**src/rtl/text_cell_renderer.sv**
```systemverilog
// text_cell_renderer
//   Text-mode pixel generator. For each 8-pixel cell it fetches the character
//   code and attribute from screen RAM, then the glyph row from glyph ROM. The
//   glyph row is shifted out LSB-first as 12-bit RGB, 8 clocks after the beam
//   position was sampled.
//
// Ports
//   clk, rst                  pixel clock, synchronous active-high reset
//   posx, posy, active        beam position and display enable
//   frame_start               one-cycle pulse per frame (blink timebase)
//   blink_mode                0: attr[3] is bg intensity, 1: attr[3] is blink
//   cursor_en/_x/_y           underline cursor enable and cell position
//   scr_addr / scr_val        screen RAM address/data (1-cycle read latency)
//   chr_sub_addr / chr_sub    glyph ROM address/data (1-cycle read latency)
//   r_pixel/g_pixel/b_pixel   4-bit colour channels
//   pix_valid                 active delayed by 8 clocks
module text_cell_renderer #(
  parameter int CHAR_H       = 16,
  parameter int COLS         = 80,
  parameter int ROWS         = 30,
  parameter int GLYPH_BASE   = 32,
  parameter int BLINK_FRAMES = 16
) (
  input  logic        clk,
  input  logic        rst,
  input  logic [9:0]  posx,
  input  logic [8:0]  posy,
  input  logic        active,
  input  logic        frame_start,
  input  logic        blink_mode,
  input  logic        cursor_en,
  input  logic [6:0]  cursor_x,
  input  logic [4:0]  cursor_y,
  output logic [15:0] scr_addr,
  input  logic [7:0]  scr_val,
  output logic [11:0] chr_sub_addr,
  input  logic [7:0]  chr_sub,
  output logic [3:0]  r_pixel,
  output logic [3:0]  g_pixel,
  output logic [3:0]  b_pixel,
  output logic        pix_valid
);

  localparam int GLOG = $clog2(CHAR_H);
  localparam int RW   = 9 - GLOG;
  localparam int FCW  = (BLINK_FRAMES > 1) ? $clog2(BLINK_FRAMES) : 1;

  if (2 * COLS * ROWS > 65536) begin : g_bad_geometry
    $error("text_cell_renderer: screen of %0d x %0d cells exceeds 64 KiB screen RAM", COLS, ROWS);
  end

  typedef enum logic [2:0] {
    FETCH_CHR,
    FETCH_ATTR,
    FETCH_GLYPH,
    CAPTURE,
    WAIT
  } state_e;

  state_e         state_q, state_d;
  logic [1:0]     wait_q, wait_d;
  logic [RW-1:0]  row_q, row_d;
  logic [GLOG-1:0] grow_q, grow_d;
  logic           oor_q, oor_d;
  logic           curs_q, curs_d;
  logic           bm_q, bm_d;
  logic [7:0]     code_q, code_d;
  logic [7:0]     attr_q, attr_d;
  logic [15:0]    scr_addr_q, scr_addr_d;
  logic [11:0]    chr_addr_q, chr_addr_d;

  // Fetched cell waiting for the next k=0 load.
  logic [7:0]     pend_glyph_q, pend_glyph_d;
  logic [7:0]     pend_attr_q, pend_attr_d;
  logic           pend_bm_q, pend_bm_d;
  logic           pend_oor_q, pend_oor_d;
  logic           pend_valid_q, pend_valid_d;

  // Cell currently being serialised.
  logic [7:0]     sh_q, sh_d;
  logic [7:0]     dattr_q, dattr_d;
  logic           dbm_q, dbm_d;
  logic           door_q, door_d;
  logic           dvalid_q, dvalid_d;
  logic [2:0]     dcnt_q, dcnt_d;

  logic [7:0]     act_dly_q, act_dly_d;
  logic [FCW-1:0] fcnt_q, fcnt_d;
  logic           phase_q, phase_d;

  logic [3:0]     r_q, r_d, g_q, g_d, b_q, b_d;
  logic           pv_q, pv_d;

  function automatic logic [3:0] chan(input logic c, input logic i);
    return {c, (c & i) ? 3'b111 : 3'b000};
  endfunction

  logic [6:0]     col_in;
  logic [RW-1:0]  row_in;
  logic [GLOG-1:0] grow_in;
  logic [15:0]    idx_w;
  logic [11:0]    glyph_off;
  logic [7:0]     glyph_mod;
  logic           load;
  logic           pix_bit, pix_bm, pix_oor, slot_ok, bg_i;
  logic [7:0]     pix_attr;

  always_comb begin
    state_d      = state_q;
    wait_d       = wait_q;
    row_d        = row_q;
    grow_d       = grow_q;
    oor_d        = oor_q;
    curs_d       = curs_q;
    bm_d         = bm_q;
    code_d       = code_q;
    attr_d       = attr_q;
    scr_addr_d   = scr_addr_q;
    chr_addr_d   = chr_addr_q;
    pend_glyph_d = pend_glyph_q;
    pend_attr_d  = pend_attr_q;
    pend_bm_d    = pend_bm_q;
    pend_oor_d   = pend_oor_q;
    pend_valid_d = pend_valid_q;
    sh_d         = sh_q;
    dattr_d      = dattr_q;
    dbm_d        = dbm_q;
    door_d       = door_q;
    dvalid_d     = dvalid_q;
    dcnt_d       = dcnt_q;
    fcnt_d       = fcnt_q;
    phase_d      = phase_q;
    act_dly_d    = {act_dly_q[6:0], active};

    col_in    = posx[9:3];
    row_in    = posy[8:GLOG];
    grow_in   = posy[GLOG-1:0];
    idx_w     = 16'(row_in) * 16'(COLS) + 16'(col_in);
    glyph_off = 12'({4'b0000, scr_val} - 12'(GLYPH_BASE));
    glyph_mod = chr_sub;
    if (32'(code_q) < GLYPH_BASE) glyph_mod = 8'h00;
    if (curs_q && !phase_q && (32'(grow_q) >= CHAR_H - 2)) glyph_mod = 8'hFF;
    if (bm_q && attr_q[3] && phase_q) glyph_mod = 8'h00;

    // Display stage: the pending cell is loaded at every k=0 edge. The first
    // pixel comes straight from the pending glyph, the rest from the shifter.
    load = (posx[2:0] == 3'd0);
    if (load) begin
      pix_bit      = pend_glyph_q[0];
      pix_attr     = pend_attr_q;
      pix_bm       = pend_bm_q;
      pix_oor      = pend_oor_q;
      slot_ok      = pend_valid_q;
      sh_d         = {1'b0, pend_glyph_q[7:1]};
      dattr_d      = pend_attr_q;
      dbm_d        = pend_bm_q;
      door_d       = pend_oor_q;
      dvalid_d     = pend_valid_q;
      dcnt_d       = 3'd7;
      pend_valid_d = 1'b0;
    end else begin
      pix_bit  = sh_q[0];
      pix_attr = dattr_q;
      pix_bm   = dbm_q;
      pix_oor  = door_q;
      slot_ok  = dvalid_q && (dcnt_q != 3'd0);
      sh_d     = {1'b0, sh_q[7:1]};
      if (dcnt_q != 3'd0) dcnt_d = dcnt_q - 3'd1;
    end

    bg_i = pix_attr[3] & ~pix_bm;
    pv_d = slot_ok && act_dly_q[7];
    r_d  = 4'h0;
    g_d  = 4'h0;
    b_d  = 4'h0;
    if (pv_d && !pix_oor) begin
      if (pix_bit) begin
        r_d = chan(pix_attr[6], pix_attr[7]);
        g_d = chan(pix_attr[5], pix_attr[7]);
        b_d = chan(pix_attr[4], pix_attr[7]);
      end else begin
        r_d = chan(pix_attr[2], bg_i);
        g_d = chan(pix_attr[1], bg_i);
        b_d = chan(pix_attr[0], bg_i);
      end
    end

    // Fetch sequence; runs from the state sequence once started at k=0.
    case (state_q)
      FETCH_CHR: begin
        if (active && (posx[2:0] == 3'd0)) begin
          row_d      = row_in;
          grow_d     = grow_in;
          oor_d      = (32'(col_in) >= COLS) || (32'(row_in) >= ROWS);
          curs_d     = cursor_en && (col_in == cursor_x) && (32'(row_in) == 32'(cursor_y));
          bm_d       = blink_mode;
          scr_addr_d = {idx_w[14:0], 1'b0};
          state_d    = FETCH_ATTR;
        end
      end
      FETCH_ATTR: begin
        scr_addr_d = {scr_addr_q[15:1], 1'b1};
        state_d    = FETCH_GLYPH;
      end
      FETCH_GLYPH: begin
        code_d     = scr_val;
        chr_addr_d = 12'(glyph_off << GLOG) + 12'(grow_q);
        state_d    = CAPTURE;
      end
      CAPTURE: begin
        attr_d  = scr_val;
        wait_d  = 2'd0;
        state_d = WAIT;
      end
      WAIT: begin
        if (wait_q == 2'd0) begin
          pend_glyph_d = glyph_mod;
          pend_attr_d  = attr_q;
          pend_bm_d    = bm_q;
          pend_oor_d   = oor_q;
          pend_valid_d = 1'b1;
        end
        wait_d = wait_q + 2'd1;
        if (wait_q == 2'd3) state_d = FETCH_CHR;
      end
      default: state_d = FETCH_CHR;
    endcase

    if (frame_start) begin
      if (32'(fcnt_q) == BLINK_FRAMES - 1) begin
        fcnt_d  = '0;
        phase_d = ~phase_q;
      end else begin
        fcnt_d = fcnt_q + 1'b1;
      end
    end
  end

  always_ff @(posedge clk) begin
    if (rst) begin
      state_q      <= FETCH_CHR;
      wait_q       <= '0;
      row_q        <= '0;
      grow_q       <= '0;
      oor_q        <= 1'b0;
      curs_q       <= 1'b0;
      bm_q         <= 1'b0;
      code_q       <= '0;
      attr_q       <= '0;
      scr_addr_q   <= '0;
      chr_addr_q   <= '0;
      pend_glyph_q <= '0;
      pend_attr_q  <= '0;
      pend_bm_q    <= 1'b0;
      pend_oor_q   <= 1'b0;
      pend_valid_q <= 1'b0;
      sh_q         <= '0;
      dattr_q      <= '0;
      dbm_q        <= 1'b0;
      door_q       <= 1'b0;
      dvalid_q     <= 1'b0;
      dcnt_q       <= '0;
      act_dly_q    <= '0;
      fcnt_q       <= '0;
      phase_q      <= 1'b0;
      r_q          <= '0;
      g_q          <= '0;
      b_q          <= '0;
      pv_q         <= 1'b0;
    end else begin
      state_q      <= state_d;
      wait_q       <= wait_d;
      row_q        <= row_d;
      grow_q       <= grow_d;
      oor_q        <= oor_d;
      curs_q       <= curs_d;
      bm_q         <= bm_d;
      code_q       <= code_d;
      attr_q       <= attr_d;
      scr_addr_q   <= scr_addr_d;
      chr_addr_q   <= chr_addr_d;
      pend_glyph_q <= pend_glyph_d;
      pend_attr_q  <= pend_attr_d;
      pend_bm_q    <= pend_bm_d;
      pend_oor_q   <= pend_oor_d;
      pend_valid_q <= pend_valid_d;
      sh_q         <= sh_d;
      dattr_q      <= dattr_d;
      dbm_q        <= dbm_d;
      door_q       <= door_d;
      dvalid_q     <= dvalid_d;
      dcnt_q       <= dcnt_d;
      act_dly_q    <= act_dly_d;
      fcnt_q       <= fcnt_d;
      phase_q      <= phase_d;
      r_q          <= r_d;
      g_q          <= g_d;
      b_q          <= b_d;
      pv_q         <= pv_d;
    end
  end

  assign scr_addr     = scr_addr_q;
  assign chr_sub_addr = chr_addr_q;
  assign r_pixel      = r_q;
  assign g_pixel      = g_q;
  assign b_pixel      = b_q;
  assign pix_valid    = pv_q;

endmodule

```
**config.mk**
```make
export PLATFORM = sky130hd
export DESIGN_NAME = text_cell_renderer
export DESIGN_NICKNAME = d
export VERILOG_FILES = /design/src/rtl/text_cell_renderer.sv
export SDC_FILE = /design/constraint.sdc
export NUM_CORES = 1
export LEC_CHECK = 0
export CAP_MARGIN = 40
export CORE_UTILIZATION = 27
export CTS_CLUSTER_SIZE = 14
export DETAILED_ROUTE_END_ITERATION = 8
export HOLD_SLACK_MARGIN = 0.12
export PLACE_DENSITY = 0.56
export RECOVER_POWER = 100
export SLEW_MARGIN = 40
export SYNTH_ARGS = -nofsm -noshare
export SYNTH_HDL_FRONTEND = slang
export SYNTH_SLANG_ARGS = --single-unit
```
**constraint.sdc**
```tcl
create_clock -name clk -period 2.2 [get_ports clk]
set_input_delay 0.33 -clock clk [delete_from_list [all_inputs] [get_ports clk]]
set_output_delay 0.33 -clock clk [all_outputs]
set_load 0.01 [all_outputs]
```
# Word level (Yosys, flattened, before mapping)
# Cells that the tools add are included.
# word_totals
ff_bits	123
out_inout_bits	41
# classes
magnitude_cmp	4
mux	30
bitwise_logic	11
n_mul	1
n_reduce_logical	27
add_sub_neg	6
n_eq_ne	10
# op_table
cell	n
8-bit two-way mux	4
16-bit case mux with 2 select lines	1
3-bit two-way mux	10
16-bit two-way mux	1
4-bit two-way mux	4
3-bit case mux with 5 select lines	1
12-bit by 7-bit adder with 13-bit output	1
12-bit by 4-bit adder with 12-bit output	1
1-bit logical AND	10
2-bit AND reduction	5
8-bit by 6-bit < comparator with 1-bit output, second input constant	1
5-bit by 3-bit multiplier with 8-bit output, second input constant	1
8-bit by 6-bit subtractor with 8-bit output, second input constant	1
1-bit bitwise AND	7
7-bit equality test	1
7-bit greater-or-equal comparator, second input constant	1
1-bit two-way mux	7
7-bit two-way mux	1
3-bit by 2-bit equality test with 1-bit output, second input constant	2
3-bit logical NOT	2
2-bit nonzero test	3
5-bit equality test	1
5-bit greater-or-equal comparator, second input constant	1
4-bit by 1-bit adder with 4-bit output, second input constant	1
other kinds (16)	21

# Logic depth before layout (Yosys ltp)
# depth
ltp_word	7
depth_mapped	7

# Worst setup path after synthesis
# Ideal clock, no wire load.
# synth_timing
kind	input-to-reg
from	input posy[5]
to	register scr_addr_q[12] (netlist: scr_addr[12])
required_time_ns	2.114
path_buffers	0
cell_stages	7
setup_slack_ns	0.189
setup_ns	0.086
t_arrival_ns	1.926
path_cell_list	ha_1 ha_1 fa_1 o211ai_1 nor3_1 a32oi_1 a211oi_1
# synth_between
elab_chain_cells	4
# synth_rtl
element	line	source
from (decl)	27	input logic [8:0] posy,
5-bit by 3-bit multiplier with 8-bit output	138	idx_w = 16'(row_in) * 16'(COLS) + 16'(col_in);
12-bit by 7-bit adder with 13-bit output	138	
16-bit two-way mux	191	if (active && (posx[2:0] == 3'd0)) begin
16-bit case mux with 2 select lines	189	case (state_q)
to (signal assigned)	280	scr_addr_q <= scr_addr_d;
to (decl)	69	logic [15:0] scr_addr_q, scr_addr_d;
# No other way between the ends. The select of a mux whose other input is x is not followed.
# A chain may end at the register's enable or synchronous reset.

# Final worst setup path
# layout_timing
from	input posy[4]
to	register scr_addr_q[12] (netlist: scr_addr[12])
# The elaborated chain is that of the path after synthesis.

==> reports/summary.txt <==
DRC Markers: 0
Crit Path Category: input pin to register
Critical path capture point: scr_addr[12]
Synth Instances: 541
Top FF cell, synth: dfxtp_1
Worst VDD drop: 316.2 µV
CP max stage cell: fa_2
WP buf/inv: 1
Hold Fails Final Rpt: 0
Router iterations before antenna repair: 6
CTS buffer count: 9
H-tree levels: 3
Startpoint types: input pin
Final #Nets: 700
Dpl hpwl: 8.320 mm
Achievable Freq: 475.4 MHz
Core footprint: 16700 µm²
Hold Crit Class: register to register
Worst Path Required: 2450 ps
Slew margin rel.: 0.06825
Hold buffer count at CTS: 0
Iteration-0 DRC count of the detailed router: 113
PD cells: 680.2 nW/µm²
WP depth: 8
Clock sink total: 109
Register area share after synthesis: 0.4684
CP top delay family: adder cells
Final ANT Viol Nets: 0
CTS tree: built
Vias per cell: 4.551
WL final: 11.04 mm
Design area: 6142 µm²
Clk Latency, worst-skew pair: 350 ps
# diodes: 0
Avg WL per Cell: 12.91 µm
Die Y: 133.4 µm
Clk slew on worst S/H paths: 70 ps
Layout Skew: 11.43 ps
Setup Viol. Count Final: 0
Layout cells sized above 1: 0.08346
Worst path cell trace: clkdlybuf4s50_1 -> ha_2 -> ha_2 -> fa_2 -> o211ai_1 -> nor3_2 -> a32oi_1 -> a211oi_1
Max_cap viols: 0
Buffers on Ports: 91
Starting Density: 0.2789
Placement Rows: 47
Yosys Warn Count: 0
Period minus WS final: 2104 ps
Final slew viol count: 0
Crit path DAT: 2360 ps
Die area: 17780 µm²
Fraction of registers with async set/reset: 0
Initial antenna violation count: 0
First-pass GRT wire length: 18.25 mm
Max FO, Critical Path: 2
Period utilization: 0.9561
Worst slew pin tran: 1398 ps
Leakage Power: 2.320 nW
Post-synth cell types: 50
GPL Wtd Cong: 0.7709
Clock Tree Buf Depth: 2
Vias in the first global route: 3871
FF+latch count, synth: 109
Critical path origin: posy[4]
# IOs: 94
Placed Area: 5856 µm²
Worst R2R Path Depth: 6
Final WS setup: 96.48 ps
EDFF count, synth: 0
R2R Setup Slk: 460 ps
RR Startpoint: dcnt_q[0]
Clk Tree Root Cell: clkbuf_16
Place WS: -419.7 ps
Worst flop-to-flop path endpoint: b_pixel[2]
Status: complete, no violations
GR Util All Layers: 0.1276
GRT overflow: 0
Post-Synthesis Cell Area: 4658 µm²
Via count: 3891
Critical Path Sink Type: register
Die X: 133.4 µm
Crit-path max cell delay: 540 ps
Synth-to-Final Area Change: 31.86%
Most frequent CP cell: ha_2
Largest net degree at the start of global routing: 72
Syn avg cell area: 8.610 µm²
[flip-flops by register name, indices dropped and copies added (netlist names), 2 cells and up]
name          flops
scr_addr         14
act_dly_q         8
attr_q            8
code_q            8
dattr_q           8
pend_attr_q       8
pend_glyph_q      8
chr_sub_addr      7
sh_q              7
fcnt_q            4
grow_q            4
dcnt_q            3
state_q           3
b_pixel           2
g_pixel           2
r_pixel           2
wait_q            2
[metrics by stage]
stage	total power, mW	instances	TNS, ps	hold WS, ps	utilization
6_report	4.178	855	0	442.5	0.3678
5_1_grt	4.390	855	-7.873	462.5	0.3678
4_1_cts	4.246	855	0	449.5	0.3681
3_5_place_dp	2.683	838	-1244	422.3	0.3506
3_3_place_gp	2.651	838	-977.5	428.1	0.3506
2_1_floorplan	2.432	542	0	409.2	-
[synth_stat cells, types with 3 or more instances]
master	n	area, µm²
a211oi_1	9	67.56
a21o_1	3	22.52
a21oi_1	76	380.4
and3_1	3	18.77
buf_2	6	30.03
buf_4	14	105.1
clkbuf_1	17	63.81
dfxtp_1	109	2182
ha_1	15	187.7
inv_1	6	22.52
mux2_1	4	45.04
mux2_2	3	33.78
mux2i_1	7	70.07
nand2_1	125	469.2
nand3_1	6	30.03
nand3b_1	4	30.03
nand4_1	6	37.54
nor2_1	27	101.4
nor2b_1	23	143.9
nor3_1	9	45.04
nor3b_1	3	22.52
o21ai_0	12	60.06
or3_1	4	25.02
xnor2_1	18	157.7
[cell families (layout without fill, tap and decap cells)]
family / count (synthesis) / in the layout / synth area share
fa+ha+maj: 17 / 17 / 0.04889
mux: 16 / 16 / 0.03975
simple gates: 223 / 223 / 0.2224
xor+xnor: 20 / 20 / 0.03760
other cells: 1 / 2 / 0.0008050
buf+inv: 46 / 139 / 0.05318
flops: 109 / 109 / 0.4684
compound gates: 109 / 109 / 0.1289
[metal layers]
| layer | vias up | GRT usage | share of wire |
|---|---|---|---|
| li1 | 1987 | - | - |
| met1 | 1798 | 0.1552 | 0.46 |
| met2 | 94 | 0.2188 | 0.48 |
| met3 | 12 | 0.03120 | 0.045 |
| met4 | 0 | 0.04419 | 0.013 |
| met5 | - | 0 | 0 |
[final cells by class]
cell class | instances | area, µm²
clock buffers | 11 | 242.7
clock inverters | 5 | 42.54
fillers | 1712 | 10560
inverters | 6 | 22.52
multi-input cells | 387 | 2250
flip-flops and latches | 109 | 2182
well taps | 220 | 275.3
repair buffers | 117 | 1127
[worst reg2reg max path, stage by stage (launching register included)]
cell      delay, ps
dfxtp_1         300
inv_1           110
ha_1            180
nor2b_1         350
nor3_1          110
o211ai_1        440
a21oi_1         120
[repair_timing]
| item | 4_1_cts | 5_1_grt |
|---|---|---|
| pin swaps | 5 | 2 |
| gates resized for setup | 3 | 6 |
| endpoints found under the setup margin | 1 | 2 |
| setup buffers | 1 | 0 |
[cell usage in the layout, fill, tap and decap left out, types with 4 or more instances in the layout]
cell type,Yosys,layout
nand2_1,125,125
dfxtp_1,109,109
a21oi_1,76,77
clkdlybuf4s50_1,0,46
dlygate4sd3_1,0,41
nor2_1,27,27
nor2b_1,23,23
buf_4,14,19
xnor2_1,18,17
o21ai_0,12,12
ha_1,15,12
a211oi_1,9,9
clkbuf_16,0,9
nor3_1,9,8
mux2i_1,7,7
inv_1,6,6
nand3_1,6,6
nand4_1,6,6
mux2_1,4,5
or3_1,4,4
nand3b_1,4,4
[how the worst min path moves through the flow]
stage | from | slack, ps | to | cells past startpoint
6_report | act_dly_q[3] | 440 | act_dly_q[4] | 1
5_1_grt | act_dly_q[5] | 460 | act_dly_q[6] | 1
4_1_cts | act_dly_q[6] | 450 | act_dly_q[7] | 1
3_5_place_dp | act_dly_q[6] | 420 | act_dly_q[7] | 1
3_3_place_gp | sh_q[6] | 430 | sh_q[5] | 2
2_1_floorplan | rst | 410 | dvalid_q | 1
[report_power, final]
part,internal [mW],leakage (nW),total [mW],switching [mW]
Combinational,0.305,1.30,0.583,0.278
Sequential,2.02,0.881,2.05,0.0277
Clock,0.814,0.142,1.55,0.731
No activity file was read; power rests on OpenSTA's default activity.
